### src/rtl/cpu_run_ctrl_if.sv
// cpu_run_ctrl_if: control/status bundle between the run controller and whoever drives it.
interface cpu_run_ctrl_if #(
    parameter int CYCLE_W = 16,
    parameter int PC_W = 32
);
    logic start, abort, step_mode, step;
    logic [PC_W-1:0] pc;
    logic cpu_reset, cpu_en, running, done, halted, timeout;
    logic [CYCLE_W-1:0] cycle_count;
    modport master (
        output start, abort, step_mode, step, pc,
        input cpu_reset, cpu_en, cycle_count, running, done, halted, timeout
    );
    modport slave (
        input start, abort, step_mode, step, pc,
        output cpu_reset, cpu_en, cycle_count, running, done, halted, timeout
    );
endinterface

### src/rtl/cpu_run_ctrl.sv
// cpu_run_ctrl: core reset sequencing, clock-enable, cycle counting, free-run/single-step,
// and end-of-run detection on halt (pc stuck) or cycle budget.
module cpu_run_ctrl #(
    parameter int CYCLE_W = 16,
    parameter int MAX_CYCLES = 128,
    parameter int RESET_CYCLES = 4,
    parameter int PC_W = 32,
    parameter int HALT_REPEAT = 3
) (
    input logic clk,
    input logic reset,
    cpu_run_ctrl_if.slave bus
);
    localparam int RC_W = $clog2(RESET_CYCLES + 1);
    localparam int SC_W = $clog2(HALT_REPEAT);
    typedef enum logic [2:0] {IDLE, RST, RUN, STEP_WAIT, DONE} state_t;
    state_t state;
    logic [RC_W-1:0] rst_cnt;
    logic [SC_W-1:0] same_cnt, same_nx;
    logic [PC_W-1:0] last_pc;
    logic [CYCLE_W-1:0] cnt_nx;
    logic pc_valid, en, hit_halt, hit_to;
    always_comb begin
        en = state == RUN || (state == STEP_WAIT && bus.step && bus.step_mode);
        cnt_nx = &bus.cycle_count ? bus.cycle_count : bus.cycle_count + 1'b1;
        same_nx = (pc_valid && bus.pc == last_pc) ? same_cnt + 1'b1 : '0;
        hit_halt = same_nx == SC_W'(HALT_REPEAT - 1);
        hit_to = cnt_nx == CYCLE_W'(MAX_CYCLES);
    end
    assign bus.cpu_en = en;
    always_ff @(posedge clk or posedge reset) begin
        if (reset) begin
            state <= IDLE;
            bus.cpu_reset <= 1'b1;
            bus.cycle_count <= '0;
            bus.running <= 1'b0;
            bus.done <= 1'b0;
            bus.halted <= 1'b0;
            bus.timeout <= 1'b0;
            rst_cnt <= '0;
            same_cnt <= '0;
            last_pc <= '0;
            pc_valid <= 1'b0;
        end else if (bus.abort) begin
            state <= IDLE;
            bus.cpu_reset <= 1'b1;
            bus.cycle_count <= '0;
            bus.running <= 1'b0;
            bus.done <= 1'b0;
            bus.halted <= 1'b0;
            bus.timeout <= 1'b0;
        end else begin
            case (state)
                IDLE, DONE: if (bus.start) begin
                    state <= RST;
                    bus.cpu_reset <= 1'b1;
                    bus.done <= 1'b0;
                    bus.cycle_count <= '0;
                    bus.halted <= 1'b0;
                    bus.timeout <= 1'b0;
                    rst_cnt <= '0;
                    same_cnt <= '0;
                end
                RST: begin
                    rst_cnt <= rst_cnt + 1'b1;
                    if (rst_cnt == RC_W'(RESET_CYCLES - 1)) begin
                        state <= bus.step_mode ? STEP_WAIT : RUN;
                        bus.cpu_reset <= 1'b0;
                        bus.running <= 1'b1;
                        pc_valid <= 1'b0;
                    end
                end
                RUN, STEP_WAIT: begin
                    if (en) begin
                        bus.cycle_count <= cnt_nx;
                        same_cnt <= same_nx;
                        last_pc <= bus.pc;
                        pc_valid <= 1'b1;
                    end
                    // both end conditions on one cycle raise both flags in a single DONE entry
                    if (en && (hit_halt || hit_to)) begin
                        state <= DONE;
                        bus.running <= 1'b0;
                        bus.done <= 1'b1;
                        bus.halted <= hit_halt;
                        bus.timeout <= hit_to;
                    end else begin
                        state <= bus.step_mode ? STEP_WAIT : RUN;
                    end
                end
                default: state <= IDLE;
            endcase
        end
    end
endmodule

### src/flat_wrapper.sv
// flat-port wrapper written by rule: the top's interface ports become plain ports
module cpu_run_ctrl_flat 
#(
    parameter int CYCLE_W = 16,
    parameter int MAX_CYCLES = 128,
    parameter int RESET_CYCLES = 4,
    parameter int PC_W = 32,
    parameter int HALT_REPEAT = 3
)
  (clk, reset, bus_start, bus_abort, bus_step_mode, bus_step, bus_pc, bus_cpu_reset, bus_cpu_en, bus_cycle_count, bus_running, bus_done, bus_halted, bus_timeout);
  cpu_run_ctrl_if #(.CYCLE_W(CYCLE_W), .PC_W(PC_W)) bus_i ();
  input logic clk;
  input logic reset;
  input wire logic [$bits(bus_i.start)-1:0] bus_start;
  input wire logic [$bits(bus_i.abort)-1:0] bus_abort;
  input wire logic [$bits(bus_i.step_mode)-1:0] bus_step_mode;
  input wire logic [$bits(bus_i.step)-1:0] bus_step;
  input wire logic [$bits(bus_i.pc)-1:0] bus_pc;
  output wire logic [$bits(bus_i.cpu_reset)-1:0] bus_cpu_reset;
  output wire logic [$bits(bus_i.cpu_en)-1:0] bus_cpu_en;
  output wire logic [$bits(bus_i.cycle_count)-1:0] bus_cycle_count;
  output wire logic [$bits(bus_i.running)-1:0] bus_running;
  output wire logic [$bits(bus_i.done)-1:0] bus_done;
  output wire logic [$bits(bus_i.halted)-1:0] bus_halted;
  output wire logic [$bits(bus_i.timeout)-1:0] bus_timeout;
  assign bus_i.start = bus_start;
  assign bus_i.abort = bus_abort;
  assign bus_i.step_mode = bus_step_mode;
  assign bus_i.step = bus_step;
  assign bus_i.pc = bus_pc;
  assign bus_cpu_reset = bus_i.cpu_reset;
  assign bus_cpu_en = bus_i.cpu_en;
  assign bus_cycle_count = bus_i.cycle_count;
  assign bus_running = bus_i.running;
  assign bus_done = bus_i.done;
  assign bus_halted = bus_i.halted;
  assign bus_timeout = bus_i.timeout;
  cpu_run_ctrl #(.CYCLE_W(CYCLE_W), .MAX_CYCLES(MAX_CYCLES), .RESET_CYCLES(RESET_CYCLES), .PC_W(PC_W), .HALT_REPEAT(HALT_REPEAT)) u_core (.clk(clk), .reset(reset), .bus(bus_i));
endmodule
### config.mk
export PLATFORM = sky130hd
export DESIGN_NAME = cpu_run_ctrl_flat
export DESIGN_NICKNAME = d
export VERILOG_FILES = /design/src/rtl/cpu_run_ctrl_if.sv /design/src/rtl/cpu_run_ctrl.sv /design/src/flat_wrapper.sv
export SDC_FILE = /design/constraint.sdc
export NUM_CORES = 1
export LEC_CHECK = 0
export CAP_MARGIN = 15
export CORE_MARGIN = 4
export CORE_UTILIZATION = 45
export DETAILED_ROUTE_END_ITERATION = 10
export PLACE_DENSITY = 0.72
export SLEW_MARGIN = 20
export SYNTH_ARGS = -nofsm -noshare
export SYNTH_HDL_FRONTEND = slang
export SYNTH_SLANG_ARGS = --single-unit
### constraint.sdc
create_clock -name clk -period 2.6 [get_ports clk]
set_clock_uncertainty 0.2 [all_clocks]
set_input_delay 0.52 -clock clk [delete_from_list [all_inputs] [get_ports clk]]
set_output_delay 0.52 -clock clk [all_outputs]
set_load 0.02 [all_outputs]
==> results of run 1 <==
-- what timing repair did --
action                                  CTS  global route
endpoints found under the setup margin    0             7
gates resized for setup                   0            10
setup buffers                             0             0
-- worst max path at each step --
stage | slack [ns] | from | to | depth (start not counted)
floorplan | 0.01 | u_core.bus.cycle_count[10] | u_core.state[0] | 8
global placement | -0.07 | bus_pc[4] | u_core.state[0] | 8
detailed placement | -0.14 | bus_pc[1] | u_core.state[0] | 9
CTS | 0.003 | bus_step_mode | bus_cpu_en | 4
global route | -0.06 | u_core.bus.cycle_count[0] | u_core.state[0] | 8
finish | 0.03 | u_core.bus.cycle_count[0] | u_core.state[0] | 8
-- registers in the layout, indices dropped and copies added (netlist names) --
register,flops
u_core.bus.cpu_reset,1
u_core.bus.done,1
u_core.last_pc,32
u_core.bus.cycle_count,16
u_core.rst_cnt,3
u_core.state,3
u_core.same_cnt,2
u_core.bus.halted,1
u_core.pc_valid,1
u_core.bus.timeout,1
u_core.bus.running,1
-- cells in the mapped netlist (4+ instances only) --
master and instances:
o21ai_0 30, clkbuf_1 14, buf_2 4, mux2i_1 4
nand3_1 7, nand2b_1 4, nor2_1 28, a22o_1 6
a21oi_1 13, nand4_1 14, nand2_1 118, xnor2_1 29
inv_1 9, nor3_1 7, dfrtp_1 61
-- metal layers --
| layer | wire length [um] | global-route usage | vias to the layer above |
|---|---|---|---|
| met5 | 0 | 0 | - |
| met4 | 103 | 0.0723 | 0 |
| met3 | 400 | 0.0344 | 10 |
| met2 | 4060 | 0.311 | 85 |
| met1 | 3850 | 0.262 | 1496 |
| li1 | - | - | 1563 |
-- where the power goes --
part	internal [mW]	switching [mW]
Sequential	1.03	0.0524
Combinational	0.167	0.141
Clock	0.397	0.366
-- placed cells by master (no fill, tap or decap), types with 4 or more instances in the layout --
cell,count
nor3_1,6
clkdlybuf4s50_1,58
nand2b_1,4
xnor2_1,29
nand4_1,14
nor2_1,28
o21ai_0,30
nand3_1,7
dfrtp_1,57
inv_1,8
nand2_1,118
mux2i_1,4
a21oi_1,13
a22o_1,6
buf_4,27
buf_12,4
clkbuf_8,11
dfrtp_2,4
-- worst max-delay path, delay by kind of cell (launching register included) --
family | cells | cell delay, ns
fa+ha+maj | 1 | 0.16
compound gates | 3 | 0.59
flops | 1 | 0.39
mux | 1 | 0.32
simple gates | 3 | 0.81
-- area by class of cell --
cell class / instances / area (um^2) / area share
repair buffers: 90 / 876 / 0.190
multi-input cells: 317 / 1840 / 0.399
clock buffers: 13 / 159 / 0.0345
clock inverters: 3 / 20.0 / 0.00434
inverters: 9 / 33.8 / 0.00733
well taps: 99 / 124 / 0.0269
flip-flops and latches: 62 / 1560 / 0.338
-- cell families after synthesis --
family / after synthesis / synth area share
simple gates: 199 / 0.262
compound gates: 78 / 0.149
flops: 62 / 0.445
xor+xnor: 32 / 0.0803
buf+inv: 30 / 0.0380
mux: 5 / 0.0147
fa+ha+maj: 3 / 0.0108
-- metrics by stage --
stage | total power, mW | setup WS (ns) | area (um^2)
4_1_cts | 2.18 | 0.00347 | 4570
2_1_floorplan | 1.28 | 0.0126 | 3490
3_5_place_dp | 1.41 | -0.137 | 4390
5_1_grt | 2.28 | -0.0561 | 4610
3_3_place_gp | 1.40 | -0.0704 | 4390
6_report | 2.15 | 0.0284 | 4610
==> impl_metrics.ini, run 1 <==
[floorplan]
ioPinCount = 60
coreArea_um2 = 7410
rows = 31
start_util = 0.471
die-area_um2 = 9230
fp.dieH_um = 96.1
die_x_um = 96.1

[sta]
worstMarginPinSlew_ns = 0.886
timing.hold.ws_ns = 0.299
finalCritPeriodShare = 0.989
finalHoldViolations = 0
setup-tns-final_ns = 0
slew_viol_final = 0
fmax_ghz = 0.389
layout_min_cycle_time_ns = 2.57
slew_headroom = 0.405
setup_viol = 0

[power]
vdd_drop_max_v = 0.000242
p_leak_nw = 1.99
p_per_area_nw_per_um2 = 468

[drt]
drc = 0
via_per_inst = 5.32
via_count = 3154
drt-initial-drc-count = 151
ant_nets = 0
wl_per_cell_um = 14.2
wirelength_mm = 8.41
dr.pass1.iters = 4

[clocking]
h-tree-depth = 3
cts_made_buffers = 9
cts_tree = done
clk_pin_slew_ns = 0.07
clock-sinks = 62
cts_buffer_depth = 2
hold_buffers = 0
cts-root-buf = clkbuf_8
clock_latency_ns = 0.33

[synth]
synth-seq-cells = 62
synthesis.area_um2 = 3490
yosysSeqAreaShare = 0.445
yosys_warnings = 0
synth_top_area_share = 0.437
synth_cell_types = 53
synthCells = 409
ys_async_sr_fraction = 1.00
synth.avg_cell_area_um2 = 8.53
synth.area.top_cells = dfrtp_1 (44%), nand2_1 (13%), xnor2_1 (7.3%)
synth_ff_type = dfrtp_1
synth_nets = 450
synth_edf_count = 0
yosysTopAreaCell = dfrtp_1

[critical_path]
max_stage_delay_ns = 0.39
cp_data_required_time_ns = 2.62
r2r_start = u_core.bus.cycle_count[0]
crit_path_end_kind = register
path_class = reg2reg
reg2reg_to = u_core.state[0]
cp-start-kind = register
crit_chain = ha_4 -> nand4_1 -> nor3_2 -> mux2i_1 -> o2111ai_2 -> nor4_4 -> o21ai_2 -> a32o_1
critPathMaxFanout = 5
reg2reg_slack_ns = 0.03
cp_slowest_cell = dfrtp_2
cp.arrival_ns = 2.59
reg2reg_depth = 8

[global_routing]
grt_max_degree = 63
antenna_found_initial = 0
grt_use_total = 0.194
grt_pass1_wl_mm = 14.1
grt_remaining_overflow = 0
first_global_vias = 3027

[layout]
fill_cells = 641
drive_gt1_frac = 0.138
final_cells = 593
nNetsFinal = 530
diodes = 0
post-route-util = 0.622
syn2layout_area_growth_pct = 32.1

[placed_design]
post-dp-hpwl_mm = 5.98
dp_cells = 577
place_congestion = 0.855
io_buffers = 59

[status]
status = finished, final reports clean

[worst_hold_path]
worstHoldEndpoint = u_core.last_pc[25]
hold_class = reg2reg
hp-start = u_core.last_pc[25]
min_path_cells = 2

[flow_run]
cap_violations = 0
Note: power is estimated with default switching activity, not from simulation.
==> inputs of run 2 (changes only) <==
--- a/config.mk
+++ b/config.mk
@@ -9,7 +9,7 @@
 export CORE_MARGIN = 4
 export CORE_UTILIZATION = 45
 export DETAILED_ROUTE_END_ITERATION = 10
-export PLACE_DENSITY = 0.72
+export PLACE_DENSITY = 0.7
 export SLEW_MARGIN = 20
 export SYNTH_ARGS = -nofsm -noshare
 export SYNTH_HDL_FRONTEND = slang
==> constraint.sdc (replaced) <==
create_clock -name clk -period 3 [get_ports clk]
set_clock_uncertainty 0.2 [all_clocks]
set_input_delay 0.6 -clock clk [delete_from_list [all_inputs] [get_ports clk]]
set_output_delay 0.6 -clock clk [all_outputs]
set_load 0.02 [all_outputs]
==> impl_metrics.ini, run 2 (synthesis results as in run 1) <==
[status]
status = finished, final reports clean

[power]
swShare = 0.254
vdd_drop_max_v = 0.000389
clock_power_share = 0.414
p_seq_frac = 0.457
finalPower_mw = 2.05
power_frac_comb = 0.128
p_int_mw = 1.53
p_leak_nw = 1.92
p_per_area_nw_per_um2 = 458
p_sw_uw = 522

[clocking]
clock_latency_ns = 0.33
h-tree-depth = 3
hold_buffers = 0
cts-root-buf = clkbuf_8
clock-sinks = 62
clk_pin_slew_ns = 0.07
cts_made_buffers = 9
cts_buffer_depth = 2
cts_tree = done

[critical_path]
path_class = in2out
reg2reg_slack_ns = 0.26
critPathTopFamily = buffers and inverters
cp-start-kind = input pin
cp_data_required_time_ns = 2.20
crit_path_end_kind = output pin
cp.arrival_ns = 1.95
cp_slowest_cell = clkdlybuf4s50_1
critPathBufInv = 2
reg2reg_depth = 8
reg2reg_to = u_core.state[0]
crit_chain = clkdlybuf4s50_1 -> nand2_1 -> a21oi_2 -> clkdlybuf4s50_1
critPathMaxFanout = 2
r2r_start = u_core.bus.cycle_count[0]
max_stage_delay_ns = 0.61
cp_common_cell = clkdlybuf4s50_1

[drt]
via_per_inst = 5.36
dr_wl_met2_mm = 3.93
ant_nets = 0
wl_met3_um = 525
via_count = 3091
wl_met1_mm = 3.77
wirelength_mm = 8.35
top_layer = met4
dr.pass1.iters = 5
drt-initial-drc-count = 172
wl_per_cell_um = 14.5
drc = 0

[floorplan]
die_x_um = 96.1
coreArea_um2 = 7410
rows = 31
die-area_um2 = 9230
ioPinCount = 60
start_util = 0.471
fp.dieH_um = 96.1

[global_routing]
grt_pass1_wl_mm = 13.9
grt_use_total = 0.194
grt_remaining_overflow = 0
first_global_vias = 2933
grt_max_degree = 36
antenna_found_initial = 0

[layout]
syn2layout_area_growth_pct = 28.5
diodes = 0
largestRegisters = u_core.last_pc: 32 flops, u_core.bus.cycle_count: 16 flops
drive_gt1_frac = 0.0962
final_cells = 577
largest_reg_flops = 32
layout_common_cells = nand2_1 (118), dfrtp_1 (61), clkdlybuf4s50_1 (59), o21ai_0 (30), xnor2_1 (29)
nNetsFinal = 514
layout_commonest_cell = nand2_1
top_register = u_core.last_pc

[placed_design]
io_buffers = 59
dp_cells = 561
place_congestion = 0.912
post-dp-hpwl_mm = 6.04
pre_cts_ws_ns = 0.0518

[sta]
worstMarginPinSlew_ns = 0.575
layout_min_cycle_time_ns = 2.75
slew_viol_final = 0
setup_ws_ns = 0.252
finalHoldViolations = 0
timing.hold.ws_ns = 0.300
finalCritPeriodShare = 0.916
setup_viol = 0
fmax_ghz = 0.364
setup-tns-final_ns = 0
rsz0062_at_grt = false
slew_headroom = 0.611

[worst_hold_path]
min_path_cells = 2
hp-start = u_core.last_pc[10]
worstHoldEndpoint = u_core.last_pc[10]
hold_class = reg2reg

[flow_run]
cap_violations = 0
==> run 2: worst max path at each step <==
stage | start | end | depth (start not counted)
2_1_floorplan | u_core.bus.cycle_count[1] | u_core.state[0] | 8
3_3_place_gp | bus_pc[4] | u_core.state[0] | 7
3_5_place_dp | bus_pc[4] | u_core.state[0] | 7
4_1_cts | u_core.bus.cycle_count[1] | u_core.state[0] | 8
5_1_grt | u_core.bus.cycle_count[1] | u_core.state[0] | 8
6_report | bus_step_mode | bus_cpu_en | 4
==> run 2: stage by stage <==
| step | instance area, um^2 | utilization |
|---|---|---|
| after detailed placement | 4240 | 0.573 |
| after CTS | 4470 | 0.604 |
| after global placement | 4240 | 0.573 |
| after global routing | 4480 | 0.605 |
| after floorplan | 3490 | - |
| final | 4480 | 0.605 |
==> run 2: repair_timing <==
item	4_1_cts	5_1_grt
gates resized for setup	0	1
setup endpoints to repair	0	2
buffers inserted	0	0
==> run 2: power by group through the flow <==
stage | registers, mW | clock network [mW] | logic (mW)
after floorplan | 0.941 | 0 | 0.166
after global placement | 0.952 | 0 | 0.259
after detailed placement | 0.955 | 0 | 0.265
after CTS | 0.939 | 0.865 | 0.268
after global routing | 0.947 | 0.907 | 0.297
final | 0.938 | 0.850 | 0.263
==> run 2: final cells by class <==
type                            instances  area (um^2)
Clock inverter                          6         93.8
Tap cell                               99          124
Timing Repair Buffer                   74          728
Inverter                                9         33.8
Fill cell                             641         2930
Clock buffer                           10          138
Multi-Input combinational cell        317         1810
Sequential cell                        62         1550
==> run 2: routing by layer <==
layer / GRT usage / vias up
li1: - / 1526
met1: 0.260 / 1449
met2: 0.309 / 101
met3: 0.0422 / 15
met4: 0.0664 / 0
met5: 0 / -
==> run 2: tightest hold or removal path, delay by kind of cell, from the launching register on <==
| family | cells | cell delay, ns |
|---|---|---|
| flip-flops | 1 | 0.36 |
| AND/OR/NAND/NOR | 2 | 0.11 |
